[src/rtl/pipeline_hazard_ctrl.sv]
// Pipeline sequencing controller for the 5-stage F/D/E/M/W core.
// Tracks the E/M/W writer history for the forwarding unit and turns load-use,
// data-memory wait, branch redirect and fence conditions into stall, bubble,
// flush and freeze controls.
// Optional feature macro: HAZ_PERF_CNT_EN enables the saturating performance
// counters; without it the counter ports are tied to zero.
module pipeline_hazard_ctrl #(
  parameter int unsigned XLEN_CNT = 32
) (
  input  logic                clk,
  input  logic                rst_n,
  input  logic                d_valid,
  input  logic                d_rd_write,
  input  logic [4:0]          d_rd_addr,
  input  logic                d_is_load,
  input  logic                d_fence,
  input  logic                skip_instr,
  input  logic                ex_redirect,
  input  logic                m_mem_req,
  input  logic                dmem_ready,
  output logic                prev1_write,
  output logic                prev2_write,
  output logic                prev3_write,
  output logic [4:0]          prev1_write_addr,
  output logic [4:0]          prev2_write_addr,
  output logic [4:0]          prev3_write_addr,
  output logic                prev1_mem,
  output logic                prev2_mem,
  output logic                prev3_mem,
  output logic                f_stall,
  output logic                d_stall,
  output logic                e_bubble,
  output logic                d_flush,
  output logic                pipe_freeze,
  output logic [XLEN_CNT-1:0] cnt_loaduse,
  output logic [XLEN_CNT-1:0] cnt_memwait,
  output logic [XLEN_CNT-1:0] cnt_flush
);

  typedef enum logic [1:0] {
    StRun,
    StMemWait,
    StDrain
  } state_e;

  typedef struct packed {
    logic       write;
    logic [4:0] addr;
    logic       mem;
  } hist_t;

  state_e          state_q, state_d;
  // Index 0 is E, 1 is M, 2 is W.
  hist_t [2:0]     hist_q, hist_d;
  hist_t           d_entry;
  hist_t           shift_in;
  logic            shift_en;
  logic            any_write;

  // x0 is recorded as a non-writer so it is never forwarded.
  assign d_entry   = '{write: d_valid && d_rd_write && (d_rd_addr != 5'd0),
                       addr:  d_rd_addr,
                       mem:   d_is_load};
  assign any_write = hist_q[0].write | hist_q[1].write | hist_q[2].write;

  // Next-state and control decode; RUN rules are shared with the MEM_WAIT release cycle.
  always_comb begin
    state_d     = state_q;
    shift_en    = 1'b0;
    shift_in    = '0;
    f_stall     = 1'b0;
    d_stall     = 1'b0;
    e_bubble    = 1'b0;
    d_flush     = 1'b0;
    pipe_freeze = 1'b0;
    case (state_q)
      StRun, StMemWait: begin
        if (!dmem_ready && ((state_q == StMemWait) || m_mem_req)) begin
          // Frozen: history holds and a redirect in E is simply re-presented later.
          pipe_freeze = 1'b1;
          state_d     = StMemWait;
        end else begin
          state_d = StRun;
          if (ex_redirect) begin
            d_flush  = 1'b1;
            e_bubble = 1'b1;
            shift_en = 1'b1;
          end else if (d_valid && d_fence && any_write) begin
            f_stall  = 1'b1;
            d_stall  = 1'b1;
            e_bubble = 1'b1;
            shift_en = 1'b1;
            state_d  = StDrain;
          end else if (skip_instr) begin
            f_stall  = 1'b1;
            d_stall  = 1'b1;
            e_bubble = 1'b1;
            shift_en = 1'b1;
          end else begin
            shift_en = 1'b1;
            shift_in = d_entry;
          end
        end
      end
      StDrain: begin
        shift_en = 1'b1;
        if (any_write) begin
          f_stall  = 1'b1;
          d_stall  = 1'b1;
          e_bubble = 1'b1;
        end else begin
          // E/M/W are empty: the fence advances this cycle.
          shift_in = d_entry;
          state_d  = StRun;
        end
      end
      default: begin
        state_d = StRun;
      end
    endcase
  end

  // History shift: new entry enters E, older entries move toward W.
  always_comb begin
    hist_d = hist_q;
    if (shift_en) begin
      hist_d = {hist_q[1], hist_q[0], shift_in};
    end
  end

  // State and history registers.
  always_ff @(posedge clk) begin
    if (!rst_n) begin
      state_q <= StRun;
      hist_q  <= '0;
    end else begin
      state_q <= state_d;
      hist_q  <= hist_d;
    end
  end

  assign prev1_write      = hist_q[0].write;
  assign prev1_write_addr = hist_q[0].addr;
  assign prev1_mem        = hist_q[0].mem;
  assign prev2_write      = hist_q[1].write;
  assign prev2_write_addr = hist_q[1].addr;
  assign prev2_mem        = hist_q[1].mem;
  assign prev3_write      = hist_q[2].write;
  assign prev3_write_addr = hist_q[2].addr;
  assign prev3_mem        = hist_q[2].mem;

`ifdef HAZ_PERF_CNT_EN
  logic                loaduse_hit;
  logic [XLEN_CNT-1:0] cnt_loaduse_q, cnt_memwait_q, cnt_flush_q;

  // A stall that neither enters nor stays in DRAIN can only be a load-use stall.
  assign loaduse_hit = f_stall && (state_q != StDrain) && (state_d != StDrain);

  // Saturating event counters.
  always_ff @(posedge clk) begin
    if (!rst_n) begin
      cnt_loaduse_q <= '0;
      cnt_memwait_q <= '0;
      cnt_flush_q   <= '0;
    end else begin
      if (loaduse_hit && !(&cnt_loaduse_q)) cnt_loaduse_q <= cnt_loaduse_q + XLEN_CNT'(1);
      if (pipe_freeze && !(&cnt_memwait_q)) cnt_memwait_q <= cnt_memwait_q + XLEN_CNT'(1);
      if (d_flush && !(&cnt_flush_q))       cnt_flush_q   <= cnt_flush_q + XLEN_CNT'(1);
    end
  end

  assign cnt_loaduse = cnt_loaduse_q;
  assign cnt_memwait = cnt_memwait_q;
  assign cnt_flush   = cnt_flush_q;
`else
  assign cnt_loaduse = '0;
  assign cnt_memwait = '0;
  assign cnt_flush   = '0;
`endif

endmodule

[config.mk]
export PLATFORM = sky130hd
export DESIGN_NAME = pipeline_hazard_ctrl
export DESIGN_NICKNAME = d
export VERILOG_FILES = /design/src/rtl/pipeline_hazard_ctrl.sv
export SDC_FILE = /design/constraint.sdc
export NUM_CORES = 1
export LEC_CHECK = 0
export CAP_MARGIN = 40
export CELL_PAD_IN_SITES_DETAIL_PLACEMENT = 1
export CELL_PAD_IN_SITES_GLOBAL_PLACEMENT = 2
export CORE_MARGIN = 5
export CORE_UTILIZATION = 17
export CTS_CLUSTER_DIAMETER = 60
export DETAILED_ROUTE_END_ITERATION = 16
export PLACE_DENSITY_LB_ADDON = 0.1
export SYNTH_ARGS = -nofsm -noshare
export SYNTH_HDL_FRONTEND = slang
export SYNTH_SLANG_ARGS = --single-unit
[constraint.sdc]
create_clock -name clk -period 1.6 [get_ports clk]
set_input_delay 0.32 -clock clk [delete_from_list [all_inputs] [get_ports clk]]
set_output_delay 0.32 -clock clk [all_outputs]
set_load 0.02 [all_outputs]
Yosys cells after proc, flatten, opt, wreduce, memory -nomap -nowiden

Cells that the tools add are included.

Logic and storage cells: 52
Output and inout bits: 122
Register bits: 23
Input port bits: 15

Equal/unequal tests: 3
Bitwise gates (word level): 2
Reduce and logical (&&, ||, !) cells: 10
Mux-type cells: 27

Operators with widths:

| kind               | number |
|---|---|
| $mux 7             | 5 |
| $pmux 7 s2         | 1 |
| $mux 1             | 13 |
| $mux 2             | 4 |
| $pmux 1 s2         | 3 |
| $logic_and 1x1->1  | 5 |
| $reduce_bool 5->1  | 1 |
| $pmux 2 s2         | 1 |
| $eq 2x1->1 const B | 1 |
| $eq 2x2->1 const B | 1 |
| $logic_not 2->1    | 1 |
| $ne 2x2->1 const B | 1 |
| $or 1x1->1         | 2 |
| $reduce_or 2->1    | 1 |
| $logic_not 1->1    | 1 |
| $logic_or 1x1->1   | 1 |

Longest topological paths before layout

Depth in word-level cells: 7
Mapped depth: 6
Gate-level depth less buffers: 4

Worst setup path before layout

OpenSTA, ideal clock, no wires.

Path type: reg2out
Start: register hist_q (netlist bit prev2_write)
End: output f_stall
Data required time: 1.280 ns
Cell stages (with the launch flop): 5
Slack: -0.557 ns
Buffers on the path: 1
Arrival: 1.837 ns
Cells stage by stage: dfxtp_1 > o311ai_1 > nor2b_1 > o41ai_1 > buf_4

Word-level cells in the longest chain between the ends: 7
Elaborated cells on any way between the ends: 8
Classes of those cells: mux (5); bitwise (2); reduce/logical (1)

RTL lines:

| element                      | line | RTL |
|---|---|---|
| start, declared              | 54   | `hist_t [2:0] hist_q, hist_d;` |
| start signal, assigned       | 138  | `hist_q <= hist_d;` |
| $or 1x1->1 (*) (2 in series) | 64   | `assign any_write = hist_q[0].write \| hist_q[1].write \| hist_q[2].write;` |
| $logic_and 1x1->1            | 88   | `end else if (d_valid && d_fence && any_write) begin` |
| $mux 1 (3 in series)         | -    |  |
| $pmux 1 s2 (*)               | -    |  |
| end, declared                | 30   | `output logic f_stall,` |

Every way passes the cells marked *; elsewhere a longest branch is shown, timed or not.

Worst setup path after layout

Start: register hist_q (netlist bit prev3_write)
End: output e_bubble

Word-level cells in the longest chain between the ends: 6
Elaborated cells on any way between the ends: 7
Classes of those cells: mux (5); bitwise (1); reduce/logical (1)

RTL lines:

| element           | line | RTL |
|---|---|---|
| $or 1x1->1 (*)    | 64   |  |
| $logic_and 1x1->1 | 88   |  |
| $mux 1            | 88   |  |
| $mux 1            | 84   | `if (ex_redirect) begin` |
| $mux 1            | 78   | `if (!dmem_ready && ((state_q == StMemWait) \|\| m_mem_req)) begin` |
| $pmux 1 s2 (*)    | 76   | `case (state_q)` |
| end, declared     | 32   | `output logic e_bubble,` |

Marks and branches as above.

==> results_dict.tcl <==
set metrics [dict create \
    syn_area_mm2 0.00170 \
    diodes 0 \
    finalCritPeriodShare_pct 113 \
    endpoint "e_bubble" \
    rsz0062_at_grt "true" \
    crit_slowest_cell "dfxtp_4" \
    rows 36 \
    r2r_end "prev1_mem" \
    dr.pass1.iters 4 \
    min_period_ns 1.80 \
    dp_hpwl_um 3620 \
    start_kind "register" \
    reg2reg_setup_slack_ns 0.10 \
    port_buffers 40 \
    power_uw 1360 \
    cp_max_fo 3 \
    busiest_layer "met2" \
    gr-usage-met1_pct 8.41 \
    wire_per_inst_um 11.4 \
    synth-edff-count 0 \
    layout-drive-gt1-share_pct 18.8 \
    setup_ws_ns -0.203 \
    r2r-start "state_q[0]" \
    yosysUniqueCellTypes 27 \
    drv_slew 0 \
    grt_pass1_vias 1113 \
    hold_path_class "register to register" \
    cp.arrival_ns 1.48 \
    grt_max_degree 16 \
    area_growth_pct 24.2 \
    yosys_warnings 0 \
    cp_common_cell "nor2b_4" \
    netlist_instances 187 \
    tns_ns -0.597 \
    cts_tree "done" \
    clk_latency_ns 0.27 \
    core_area_mm2 0.00973 \
    worstPathRequired_ns 1.28 \
    wirelength_um 4330 \
    worstPathCellList "o311ai_4, nor2b_4, nor2b_4, o31ai_2, buf_4" \
    ys_seq_area_share_pct 27.2 \
    cts_buffer_depth 2 \
    htreeDepth 1 \
    final_antenna_net_count 0 \
    fmax_ghz 0.555 \
    gr-total-overflow 0 \
    synth_common_cells "97 x buf_4, 23 x dfxtp_1, 17 x nor2_1" \
    die-area_mm2 0.0121 \
    synth.top_cell.area_share_pct 43.0 \
    synth_area_leader_cell "buf_4" \
    fp.dieW_um 110 \
    maxCapViolCount 0 \
    clk_pin_slew_worst_paths_ns 0.09 \
    setup.worst_path.start "prev3_write" \
    ioPinCount 137 \
    num_vias 1110 \
    ys_ff_latch 23 \
    cts_made_buffers 3 \
    setup_viol 3 \
    critical_path_class "register to output port" \
    skew_ns 0.00821 \
    ir_worst_vdd_mv 0.284 \
    leakagePower_uw 0.00116 \
    vias_per_cell 2.94 \
    ys_top_cells_by_area "buf_4 43%, dfxtp_1 27%, mux2i_1 8.3%" \
    place.gp.congestion 0.725 \
    async_reset_ff_share_pct 0 \
    synthesis.area_per_instance_um2 9.07 \
    drc 0 \
    violations "negative setup slack" \
    r2r_cells 6 \
    hold_buffers 0 \
    grt_first_pass_wirelength_um 6020 \
    status "finished, violations left" \
    end_kind "output port" \
    synthMostInstantiatedCell "buf_4" \
    cts.sinks 23 \
    grt.total_usage_pct 6.58 \
    fp.dieH_um 110 \
    layout.nets 261 \
    max_stage_delay_ns 0.36 \
    powerDensity_mw_per_mm2 646 \
    antenna_found_initial 0 \
    met2_usage_pct 10.6 \
    start_util_pct 17.4 \
    use_met3_pct 2.06 \
    cts_root_buffer "clkbuf_8" \
    synth_ff_type "dfxtp_1" \
    hold_violations 0 \
    dr.first_iter.drc_count 39 \
]
[power breakdown]
group / leakage [uW] / switching, uW / total, uW / internal [uW]
Sequential: 0.000189 / 7.21 / 583 / 576
Combinational: 0.000949 / 295 / 398 / 103
Clock: 0.0000255 / 205 / 379 / 174
Total: 0.00116 / 508 / 1360 / 853
[stage by stage]
step           hold slack (ns)  util [%]  worst slack (ns)  std cells  area (um2)
2_1_floorplan            0.434         -           -0.0525        282        2100
3_3_place_gp             0.482      20.9            -0.811        372        2040
3_5_place_dp             0.496      20.9            -0.811        372        2040
4_1_cts                  0.520      21.5            -0.198        378        2090
5_1_grt                  0.545      21.6            -0.278        378        2110
6_report                 0.504      21.6            -0.203        378        2110
[placed cells by master, fill, tap and decap left out, types with 2 or more instances in the layout]
| cell | synthesis | routed |
|---|---|---|
| dfxtp_1 | 23 | 19 |
| nor2_1 | 17 | 16 |
| dlygate4sd2_1 | 0 | 20 |
| inv_1 | 2 | 2 |
| dlymetal6s2s_1 | 0 | 3 |
| conb_1 | 1 | 96 |
| mux2i_1 | 14 | 14 |
| a22o_1 | 7 | 7 |
| buf_4 | 97 | 23 |
| clkdlybuf4s50_1 | 0 | 12 |
| nor2b_4 | 2 | 4 |
| dfxtp_4 | 0 | 3 |
| clkbuf_8 | 0 | 3 |
| nand2_1 | 2 | 2 |
| nor3_1 | 3 | 3 |
[worst min path at each step]
| stage | from | end | slack [ns] | cells past startpoint |
|---|---|---|---|---|
| floorplan | rst_n | state_q[1] | 0.43 | 2 |
| global placement | prev3_write_addr[2] | prev3_write_addr[2] | 0.48 | 2 |
| detailed placement | prev3_write_addr[0] | prev3_write_addr[0] | 0.50 | 2 |
| CTS | prev3_write_addr[4] | prev3_write_addr[4] | 0.52 | 2 |
| global route | prev3_write_addr[1] | prev3_write_addr[1] | 0.55 | 2 |
| finish | prev3_write_addr[0] | prev3_write_addr[0] | 0.50 | 2 |
[state kept, by name, indices dropped and copies added (netlist names)]
register,flops
state_q,2
prev2_mem,1
prev2_write_addr,5
prev3_write,1
prev1_write,1
prev3_write_addr,5
prev1_write_addr,5
prev1_mem,1
prev3_mem,1
prev2_write,1
[logic make-up after synthesis]
group                  share of synthesized area (%)
flip-flops                                      27.2
AND/OR/NAND/NOR                                 9.67
buffers and inverters                           45.2
AO/OA/AOI/OAI                                   9.52
multiplexers                                    8.27
other                                          0.221
[area by class of cell]
| cell class | instances | area, um2 |
|---|---|---|
| timing repair buffer | 59 | 517 |
| clock inverter | 1 | 5.00 |
| sequential | 23 | 473 |
| inverter | 2 | 7.51 |
| tap | 133 | 166 |
| multi-input combinational | 157 | 896 |
| fill | 1214 | 7620 |
| clock buffer | 3 | 41.3 |
[per-layer routing]
metal  share of wire (%)  wire length [um]  up-vias
li1                    -                 -      537
met1                  41              1750      501
met2                  47              2020       70
met3                  12               539        2
met4                0.32                14        0
met5                   0                 0        -
[critical path: cells and delay by family, from the launching register on]
kind | cells | cell delay [ns]
AO/OA/AOI/OAI | 2 | 0.35
buffers and inverters | 1 | 0.16
flip-flops | 1 | 0.36
AND/OR/NAND/NOR | 2 | 0.34
[timing repair]
item	CTS	global route
gates cloned	0	0
setup endpoints to repair	26	13
resized for setup	47	7
buffers inserted	2	0
pin swaps	3	1
Note: power is estimated with default switching activity, not from simulation.
